**src/rtl/control_sequencer_if.sv**
```systemverilog
// Handshake/bus bundle between the multicycle MIPS datapath and its microstate sequencer.
// The sequencer attaches through the slave modport; the datapath (or a bench) uses master.
interface control_sequencer_if;
  logic [6:0] state_sel;
  logic       moc;
  logic       cond;
  logic [6:0] state;
  logic       mar_ld;
  logic       ir_ld;
  logic       pc_ld;
  logic       pc_sel;
  logic       mem_en;
  logic       mem_rw;
  logic       rf_ld;
  logic       illegal;
  logic       bus_err;

  modport master (
    output state_sel, moc, cond,
    input  state, mar_ld, ir_ld, pc_ld, pc_sel, mem_en, mem_rw, rf_ld, illegal, bus_err
  );

  modport slave (
    input  state_sel, moc, cond,
    output state, mar_ld, ir_ld, pc_ld, pc_sel, mem_en, mem_rw, rf_ld, illegal, bus_err
  );
endinterface

```
**src/rtl/control_sequencer.sv**
```systemverilog
// Moore microstate sequencer for the multicycle MIPS datapath: fetch/decode/execute,
// memory MOC handshake with a bounded wait, illegal-opcode and sticky bus-error states.
module control_sequencer #(
  parameter int unsigned MOC_TIMEOUT = 15,
  parameter int unsigned CNT_W       = 8
) (
  input logic                clk,
  input logic                reset,
  control_sequencer_if.slave bus
);

  typedef enum logic [6:0] {
    S_RESET      = 7'd0,
    S_FETCH_ADDR = 7'd1,
    S_FETCH_WAIT = 7'd2,
    S_FETCH_IR   = 7'd3,
    S_DECODE     = 7'd4,
    S_ALU        = 7'd6,
    S_STORE_ADDR = 7'd7,
    S_STORE_WAIT = 7'd8,
    S_BRANCH     = 7'd11,
    S_BR_TAKEN   = 7'd12,
    S_LOAD_ADDR  = 7'd13,
    S_LOAD_WAIT  = 7'd14,
    S_LOAD_WB    = 7'd15,
    S_ALU_LO     = 7'd17,
    S_ALU_HI     = 7'd35,
    S_BR37       = 7'd37,
    S_BR39       = 7'd39,
    S_BR41       = 7'd41,
    S_ILLEGAL    = 7'd62,
    S_BUS_ERR    = 7'd63
  } state_e;

  localparam logic [CNT_W-1:0] CNT_LIMIT = CNT_W'(MOC_TIMEOUT - 1);

  state_e           state_q, state_d;
  logic [CNT_W-1:0] cnt_q, cnt_d;

  always_ff @(posedge clk) begin
    if (reset) begin
      state_q <= S_RESET;
      cnt_q   <= '0;
    end else begin
      state_q <= state_d;
      cnt_q   <= cnt_d;
    end
  end

  always_comb begin
    state_d = state_q;
    cnt_d   = cnt_q;
    case (state_q) inside
      S_RESET:      state_d = S_FETCH_ADDR;
      // Address states are the only predecessors of the wait states, so the counter is cleared here.
      S_FETCH_ADDR: begin state_d = S_FETCH_WAIT; cnt_d = '0; end
      S_STORE_ADDR: begin state_d = S_STORE_WAIT; cnt_d = '0; end
      S_LOAD_ADDR:  begin state_d = S_LOAD_WAIT;  cnt_d = '0; end
      S_FETCH_WAIT, S_STORE_WAIT, S_LOAD_WAIT: begin
        if (bus.moc) begin
          case (state_q)
            S_FETCH_WAIT: state_d = S_FETCH_IR;
            S_STORE_WAIT: state_d = S_FETCH_ADDR;
            default:      state_d = S_LOAD_WB;
          endcase
        end else if (cnt_q == CNT_LIMIT) begin
          state_d = S_BUS_ERR;
        end else begin
          cnt_d = cnt_q + CNT_W'(1);
        end
      end
      S_FETCH_IR:   state_d = S_DECODE;
      S_DECODE: begin
        case (bus.state_sel) inside
          7'd6, 7'd7, 7'd11, 7'd13, [7'd17:7'd35], 7'd37, 7'd39, 7'd41:
                   state_d = state_e'(bus.state_sel);
          default: state_d = S_ILLEGAL;
        endcase
      end
      S_ALU, [S_ALU_LO:S_ALU_HI], S_LOAD_WB, S_BR_TAKEN, S_ILLEGAL:
                    state_d = S_FETCH_ADDR;
      S_BRANCH, S_BR37, S_BR39, S_BR41:
                    state_d = bus.cond ? S_BR_TAKEN : S_FETCH_ADDR;
      S_BUS_ERR:    state_d = S_BUS_ERR;
      default:      state_d = S_RESET;
    endcase
  end

  always_comb begin
    bus.state   = state_q;
    bus.mar_ld  = 1'b0;
    bus.ir_ld   = 1'b0;
    bus.pc_ld   = 1'b0;
    bus.pc_sel  = 1'b0;
    bus.mem_en  = 1'b0;
    bus.mem_rw  = 1'b0;
    bus.rf_ld   = 1'b0;
    bus.illegal = 1'b0;
    bus.bus_err = 1'b0;
    case (state_q) inside
      S_FETCH_ADDR, S_STORE_ADDR, S_LOAD_ADDR: bus.mar_ld = 1'b1;
      S_FETCH_WAIT, S_LOAD_WAIT: begin bus.mem_en = 1'b1; bus.mem_rw = 1'b1; end
      S_STORE_WAIT: bus.mem_en = 1'b1;
      S_FETCH_IR:   begin bus.ir_ld = 1'b1; bus.pc_ld = 1'b1; end
      S_ALU, [S_ALU_LO:S_ALU_HI], S_LOAD_WB: bus.rf_ld = 1'b1;
      S_BR_TAKEN:   begin bus.pc_ld = 1'b1; bus.pc_sel = 1'b1; end
      S_ILLEGAL:    bus.illegal = 1'b1;
      S_BUS_ERR:    bus.bus_err = 1'b1;
      default: ;
    endcase
  end

endmodule
```
**src/flat_wrapper.sv**
```systemverilog
// flat-port wrapper written by rule: the top's interface ports become plain ports
module control_sequencer_flat 
#(
  parameter int unsigned MOC_TIMEOUT = 15,
  parameter int unsigned CNT_W       = 8
)
  (clk, reset, bus_state_sel, bus_moc, bus_cond, bus_state, bus_mar_ld, bus_ir_ld, bus_pc_ld, bus_pc_sel, bus_mem_en, bus_mem_rw, bus_rf_ld, bus_illegal, bus_bus_err);
  control_sequencer_if bus_i ();
  input logic clk;
  input logic reset;
  input wire logic [$bits(bus_i.state_sel)-1:0] bus_state_sel;
  input wire logic [$bits(bus_i.moc)-1:0] bus_moc;
  input wire logic [$bits(bus_i.cond)-1:0] bus_cond;
  output wire logic [$bits(bus_i.state)-1:0] bus_state;
  output wire logic [$bits(bus_i.mar_ld)-1:0] bus_mar_ld;
  output wire logic [$bits(bus_i.ir_ld)-1:0] bus_ir_ld;
  output wire logic [$bits(bus_i.pc_ld)-1:0] bus_pc_ld;
  output wire logic [$bits(bus_i.pc_sel)-1:0] bus_pc_sel;
  output wire logic [$bits(bus_i.mem_en)-1:0] bus_mem_en;
  output wire logic [$bits(bus_i.mem_rw)-1:0] bus_mem_rw;
  output wire logic [$bits(bus_i.rf_ld)-1:0] bus_rf_ld;
  output wire logic [$bits(bus_i.illegal)-1:0] bus_illegal;
  output wire logic [$bits(bus_i.bus_err)-1:0] bus_bus_err;
  assign bus_i.state_sel = bus_state_sel;
  assign bus_i.moc = bus_moc;
  assign bus_i.cond = bus_cond;
  assign bus_state = bus_i.state;
  assign bus_mar_ld = bus_i.mar_ld;
  assign bus_ir_ld = bus_i.ir_ld;
  assign bus_pc_ld = bus_i.pc_ld;
  assign bus_pc_sel = bus_i.pc_sel;
  assign bus_mem_en = bus_i.mem_en;
  assign bus_mem_rw = bus_i.mem_rw;
  assign bus_rf_ld = bus_i.rf_ld;
  assign bus_illegal = bus_i.illegal;
  assign bus_bus_err = bus_i.bus_err;
  control_sequencer #(.MOC_TIMEOUT(MOC_TIMEOUT), .CNT_W(CNT_W)) u_core (.clk(clk), .reset(reset), .bus(bus_i));
endmodule
```
**config.mk**
```make
export PLATFORM = sky130hd
export DESIGN_NAME = control_sequencer_flat
export DESIGN_NICKNAME = d
export VERILOG_FILES = /design/src/rtl/control_sequencer_if.sv /design/src/rtl/control_sequencer.sv /design/src/flat_wrapper.sv
export SDC_FILE = /design/constraint.sdc
export NUM_CORES = 1
export LEC_CHECK = 0
export ABC_AREA = 1
export CAP_MARGIN = 20
export CORE_MARGIN = 2
export CORE_UTILIZATION = 54
export CTS_CLUSTER_SIZE = 8
export DETAILED_ROUTE_END_ITERATION = 8
export GPL_TIMING_DRIVEN = 0
export PLACE_DENSITY = 0.83
export SLEW_MARGIN = 40
export SYNTH_ARGS = -nofsm -noshare
export SYNTH_HDL_FRONTEND = slang
export SYNTH_SLANG_ARGS = --single-unit
```
**constraint.sdc**
```tcl
create_clock -name clk -period 3.5 [get_ports clk]
set_clock_uncertainty 0.1 [all_clocks]
set_input_delay 0.35 -clock clk [delete_from_list [all_inputs] [get_ports clk]]
set_output_delay 0.35 -clock clk [all_outputs]
set_load 0.01 [all_outputs]
```
# Yosys cells after proc, flatten, opt, wreduce, memory -nomap -nowiden
# Index checks and enable logic that the tools add are counted.
totals:
  in_bits: 11
  out_inout_bits: 16
  regBits: 15
  word_cells: 121
op_classes:
  n_reduce_logical: 16
  n_lt_le_gt_ge: 4
  n_mux: 61
  bitwise_logic: 1
  eq_ne: 32
  addsub: 1
op_table:
  columns: ["cell", "count"]
  rows:
  - ["7-bit by 4-bit == test with 1-bit output (second input constant)", 8]
  - ["7-bit by 6-bit == test with 1-bit output (second input constant)", 8]
  - ["7-bit two-way mux", 8]
  - ["8-bit two-way mux", 6]
  - ["1-bit two-way mux", 41]
  - ["7-bit by 3-bit == test with 1-bit output (second input constant)", 5]
  - ["7-bit by 2-bit == test with 1-bit output (second input constant)", 2]
  - ["7-bit by 5-bit >= comparator with 1-bit output (second input constant)", 2]
  - ["7-bit by 6-bit <= comparator with 1-bit output (second input constant)", 2]
  - ["4-bit two-way mux", 3]
  - ["3-bit OR reduction", 4]
  - ["5-bit OR reduction", 2]
  - ["8-bit by 1-bit adder with 8-bit output (second input constant)", 1]
  - ["8-bit by 4-bit == test with 1-bit output (second input constant)", 1]
  - ["4-bit case mux with 2 select lines", 1]
  - ["4-bit OR reduction", 2]
  - ["8-bit OR reduction", 1]
  - ["7-bit by 1-bit == test with 1-bit output (second input constant)", 1]
  - ["7-bit zero test", 1]
  - ["7-bit by 2-bit inequality test with 1-bit output (second input constant)", 1]
  - ["6-bit two-way mux", 1]
  - ["6-bit by 2-bit inequality test with 1-bit output (second input constant)", 1]
  - ["5-bit by 2-bit inequality test with 1-bit output (second input constant)", 1]
  - ["4-bit by 1-bit inequality test with 1-bit output (second input constant)", 1]
  - ["other kinds (9)", 11]

# Logic depth before layout (Yosys ltp)
logic_depth:
  depth_word: 11
  mapped_depth: 13
  mapped_depth_nobuf: 13

# Least setup slack after synthesis
# Ideal clock, no wire load.
synth_timing:
  kind: "reg2out"
  from: "register u_core.state_q[4], in the netlist u_core.bus.state[4]"
  to: "output port bus_pc_ld"
  required_ps: 3050
  arrival_ps: 1301
  path_slack_ps: 1749
  path_stages_with_launch: 10
  cell_sequence: "dfxtp_1 inv_2 nand2_4 nor2_8 inv_2 nor2_1 inv_1 nor2_1 inv_1 o21ai_0"
synth_between:
  elab_chain_cells: 8
synth_lines:
  columns: ["item", "line_no", "rtl"]
  rows:
  - ["start: declaration", "control_sequencer.sv:37", "state_e state_q, state_d;"]
  - ["start signal: assignment", "control_sequencer.sv:45", "state_q <= state_d;"]
  - ["7-bit by 5-bit >= comparator with 1-bit output (no line) or 7-bit by 6-bit <= comparator with 1-bit output (tied branches)", null, null]
  - ["1-bit logical AND (no line)", null, null]
  - ["3-bit OR reduction", "control_sequencer.sv:100", "case (state_q) inside"]
  - ["1-bit two-way mux (4 in a row)", "control_sequencer.sv:100", null]
  - ["1-bit two-way mux (*)", "control_sequencer.sv:100", null]
  - ["end: declaration", "flat_wrapper.sv:17", "output wire logic [$bits(bus_i.pc_ld)-1:0] bus_pc_ld;"]
# Mark *: on every way between the ends. The rest lies on a longest branch, timed or not.

# Final worst setup path
layout_timing:
  from: "register u_core.state_q[3], in the netlist u_core.bus.state[3]"
  to: "output port bus_mar_ld"
layout_between:
  elab_chain_cells: 3
layout_lines:
  columns: ["item", "line_no", "rtl"]
  rows:
  - ["7-bit by 4-bit == test with 1-bit output (no line), or another cell as far along", null, null]
  - ["3-bit OR reduction (*)", "control_sequencer.sv:100", null]
  - ["1-bit two-way mux (*)", "control_sequencer.sv:100", null]
  - ["end: declaration", "flat_wrapper.sv:15", "output wire logic [$bits(bus_i.mar_ld)-1:0] bus_mar_ld;"]
# Marked as above.

==> reports/qor.txt <==
Clk_lat worst skew: 0.29 ns
Fillers: 215
Final HPWL from detailed placement: 2620 um
Met2 WL post-DR: 1530 um
Int Pwr: 0.248 mW
Reg-to-reg slack, setup: 1.65 ns
CTS buffer count: 3
Antenna violations before repair: 0
Crit-path cells: nor2_1 -> inv_1 -> nor3_2 -> inv_1 -> nand3_1 -> clkdlybuf4s50_1
Yosys warnings: 0
Hold_buf cts: 0
Vias in the first global route: 1322
Pin count of the biggest net entering global routing: 11
Switch Pwr: 0.107 mW
Sequential cell area: 300 sq um
Slowest CP cell: clkdlybuf4s50_1
Slowest stage delay, CP: 0.56 ns
Pwr per Cell Area: 222 nW/um^2
Critical path type: reg2out
Max Cap Viol: 0
R2r worst-path depth: 11
Initial core utilization: 57.6%
WL met1: 1430 um
Required time of the worst setup path: 3.05 ns
Syn avg cell area: 6.07 sq um
H-tree level count: 1
Gr usage total: 27.1%
Layout Area Growth over Synthesis: 25.3%
Ant diodes: 0
Logic gate share of total power: 20.5%
Critical Path Start Type: flop
Mapped Nets: 223
Clk root buf: clkbuf_4
Top layer in use: met4
DR vias: 1433
Area of the core: 2210 sq um
CP max FO: 6
First-pass GRT wire length: 5590 um
Die Y: 52.6 um
Slew Viols, Final: 0
Worst R2R Start: u_core.bus.state[3]
Number of synthesized register bits: 15
Leak: 0.737 nW
Drt drc: 0
CTS resizes: 0
Max rail drop VDD: 194 uV
Period utilization: 76.3%
Seq/Total Area, Yosys: 23.6%
Vias per cell: 5.35
Hold wc startpoint: u_core.cnt_q[0]
# rows: 17
Remaining global-route overflow: 0
Unrepaired setup endpoints after global routing: no
Synth Cell Area: 1270 sq um
CP endpoint kind: output pin
WL final: 3200 um
Reg-to-Reg End: u_core.cnt_q[7]
Top delay family on crit path: buffers and inverters
Setup TNS: 0 ns
Routed WL per cell: 11.9 um
Hold depth: 1
Net Sw Frac: 30.1%
Part of the power in the clock network: 28.8%
Die area: 2770 sq um
Met3 WL: 167 um
Overall Power: 0.355 mW
Data arrival time of the worst path: 2.22 ns
Area of the multi-input gates: 832 sq um
Placed cells: 264
Post-CTS setup buffers: 0
Gp weighted congestion: 0.877
Deepest clock path buffer count: 2
PortBufs: 26
Outcome: complete, no violations
Initial DRC count: 39
Setup violators final: 0
Yosys cell types: 26
Final critical-path required period: 2.67 ns
CP bufs+invs: 3
CTS tree: done
Antenna Nets Post-Route: 0
Worst Hold Endpoint: u_core.cnt_q[0]
Clock-pin slew on the worst setup and hold paths: 0.10 ns
Fin cells: 268
Fin. Hold Viols: 0
Nets@finish: 254
Worst Hold Class: reg2reg
Die X: 52.6 um
Finished Core Util: 72.2%
Share of post-route cells with drive strength above 1: 12.1%
Top-level port count: 27
Cells after synthesis: 210
F_max: 374 MHz
Flop pwr share: 50.7%
CTS sink cnt: 15
Most used cell, CP: inv_1
DR pass1 iterations: 4
## synth_stat cells, drive strengths merged
master / count / area share (%)
nand2: 57 / 20
nor2: 36 / 16
inv: 35 / 10
nand3: 22 / 8.6
dfxtp: 15 / 24
a21oi: 13 / 5.1
o21ai: 11 / 4.3
nor3: 7 / 4.0
nand4: 4 / 2.0
ha: 2 / 2.0
xnor2: 2 / 1.4
buf: 1 / 0.88
conb: 1 / 0.29
nand3b: 1 / 0.59
nor4: 1 / 0.49
o31ai: 1 / 0.59
xor2: 1 / 0.69
## power by group through the flow
stage / Clock (mW) / Combinational (mW) / Sequential (mW)
global route: 0.111 / 0.0813 / 0.181
finish: 0.102 / 0.0728 / 0.180
floorplan: 0 / 0.0416 / 0.184
detailed placement: 0 / 0.0723 / 0.184
global placement: 0 / 0.0700 / 0.184
CTS: 0.104 / 0.0726 / 0.180
## layout make-up
cell class,instances,share of cell area (%)
clock buffers,3,1.41
flip-flops and latches,15,18.8
well taps,28,2.19
inverters,35,8.22
repair buffers,26,16.3
multi-input cells,159,52.1
clock inverters,1,0.313
plain buffers,1,0.705
## flip-flops by register name, summed over array words and instances, names as in the netlist
register	cells
u_core.bus.state	7
u_core.cnt_q	8
## kinds of logic (layout without fill, tap and decap cells)
logic type | after synthesis | after routing | share of synthesized area (%)
adders and majority gates | 2 | 2 | 1.96
xor gates and xnor gates | 3 | 3 | 2.06
other | 1 | 1 | 0.294
AOI/OAI and AO/OA | 25 | 25 | 10.0
DFF | 15 | 15 | 23.6
and+or+nand+nor | 128 | 128 | 50.9
buffers and inverters | 36 | 66 | 11.2
## stage by stage
stage | setup WS [ns] | area [sq um] | hold slack (ns)
after floorplan | 1.75 | 1270 | 0.319
after global placement | 1.22 | 1570 | 0.373
after detailed placement | 1.19 | 1570 | 0.394
after CTS | 0.845 | 1600 | 0.412
after global routing | 0.665 | 1600 | 0.435
final | 0.829 | 1600 | 0.404
## worst max-delay path by stage
| stage | start | end | cells after the start |
|---|---|---|---|
| finish | u_core.bus.state[3] | bus_mar_ld | 6 |
| global route | u_core.bus.state[3] | bus_mar_ld | 6 |
| CTS | u_core.bus.state[2] | bus_mar_ld | 6 |
| detailed placement | u_core.bus.state[2] | bus_mar_ld | 6 |
| global placement | u_core.bus.state[2] | bus_mar_ld | 6 |
| floorplan | u_core.bus.state[4] | bus_pc_ld | 9 |
## layout by cell type (no fill, tap or decap), drive strengths merged, types with 2 or more instances in the layout
cell type,instances
a21oi,13
clkbuf,3
clkdlybuf4s50,26
dfxtp,15
ha,2
inv,35
nand2,57
nand3,22
nand4,4
nor2,36
nor3,7
o21ai,11
xnor2,2
## metal layers
metal	GRT usage, %	vias to the layer above
met5	0	-
met4	11.5	0
met3	3.71	6
met2	44.8	45
met1	35.0	654
li1	-	728
## worst reg2reg max path: stages (launching register included)
cell,delay (ns)
dfxtp_1,0.45
inv_1,0.06
nand2_1,0.16
nand2_2,0.11
nor2_4,0.17
nor2_4,0.07
nor2_8,0.12
nand2_4,0.10
nand2_4,0.09
buf_6,0.13
nand3_1,0.08
a21oi_1,0.13
Note: power is estimated with default switching activity, not from simulation.
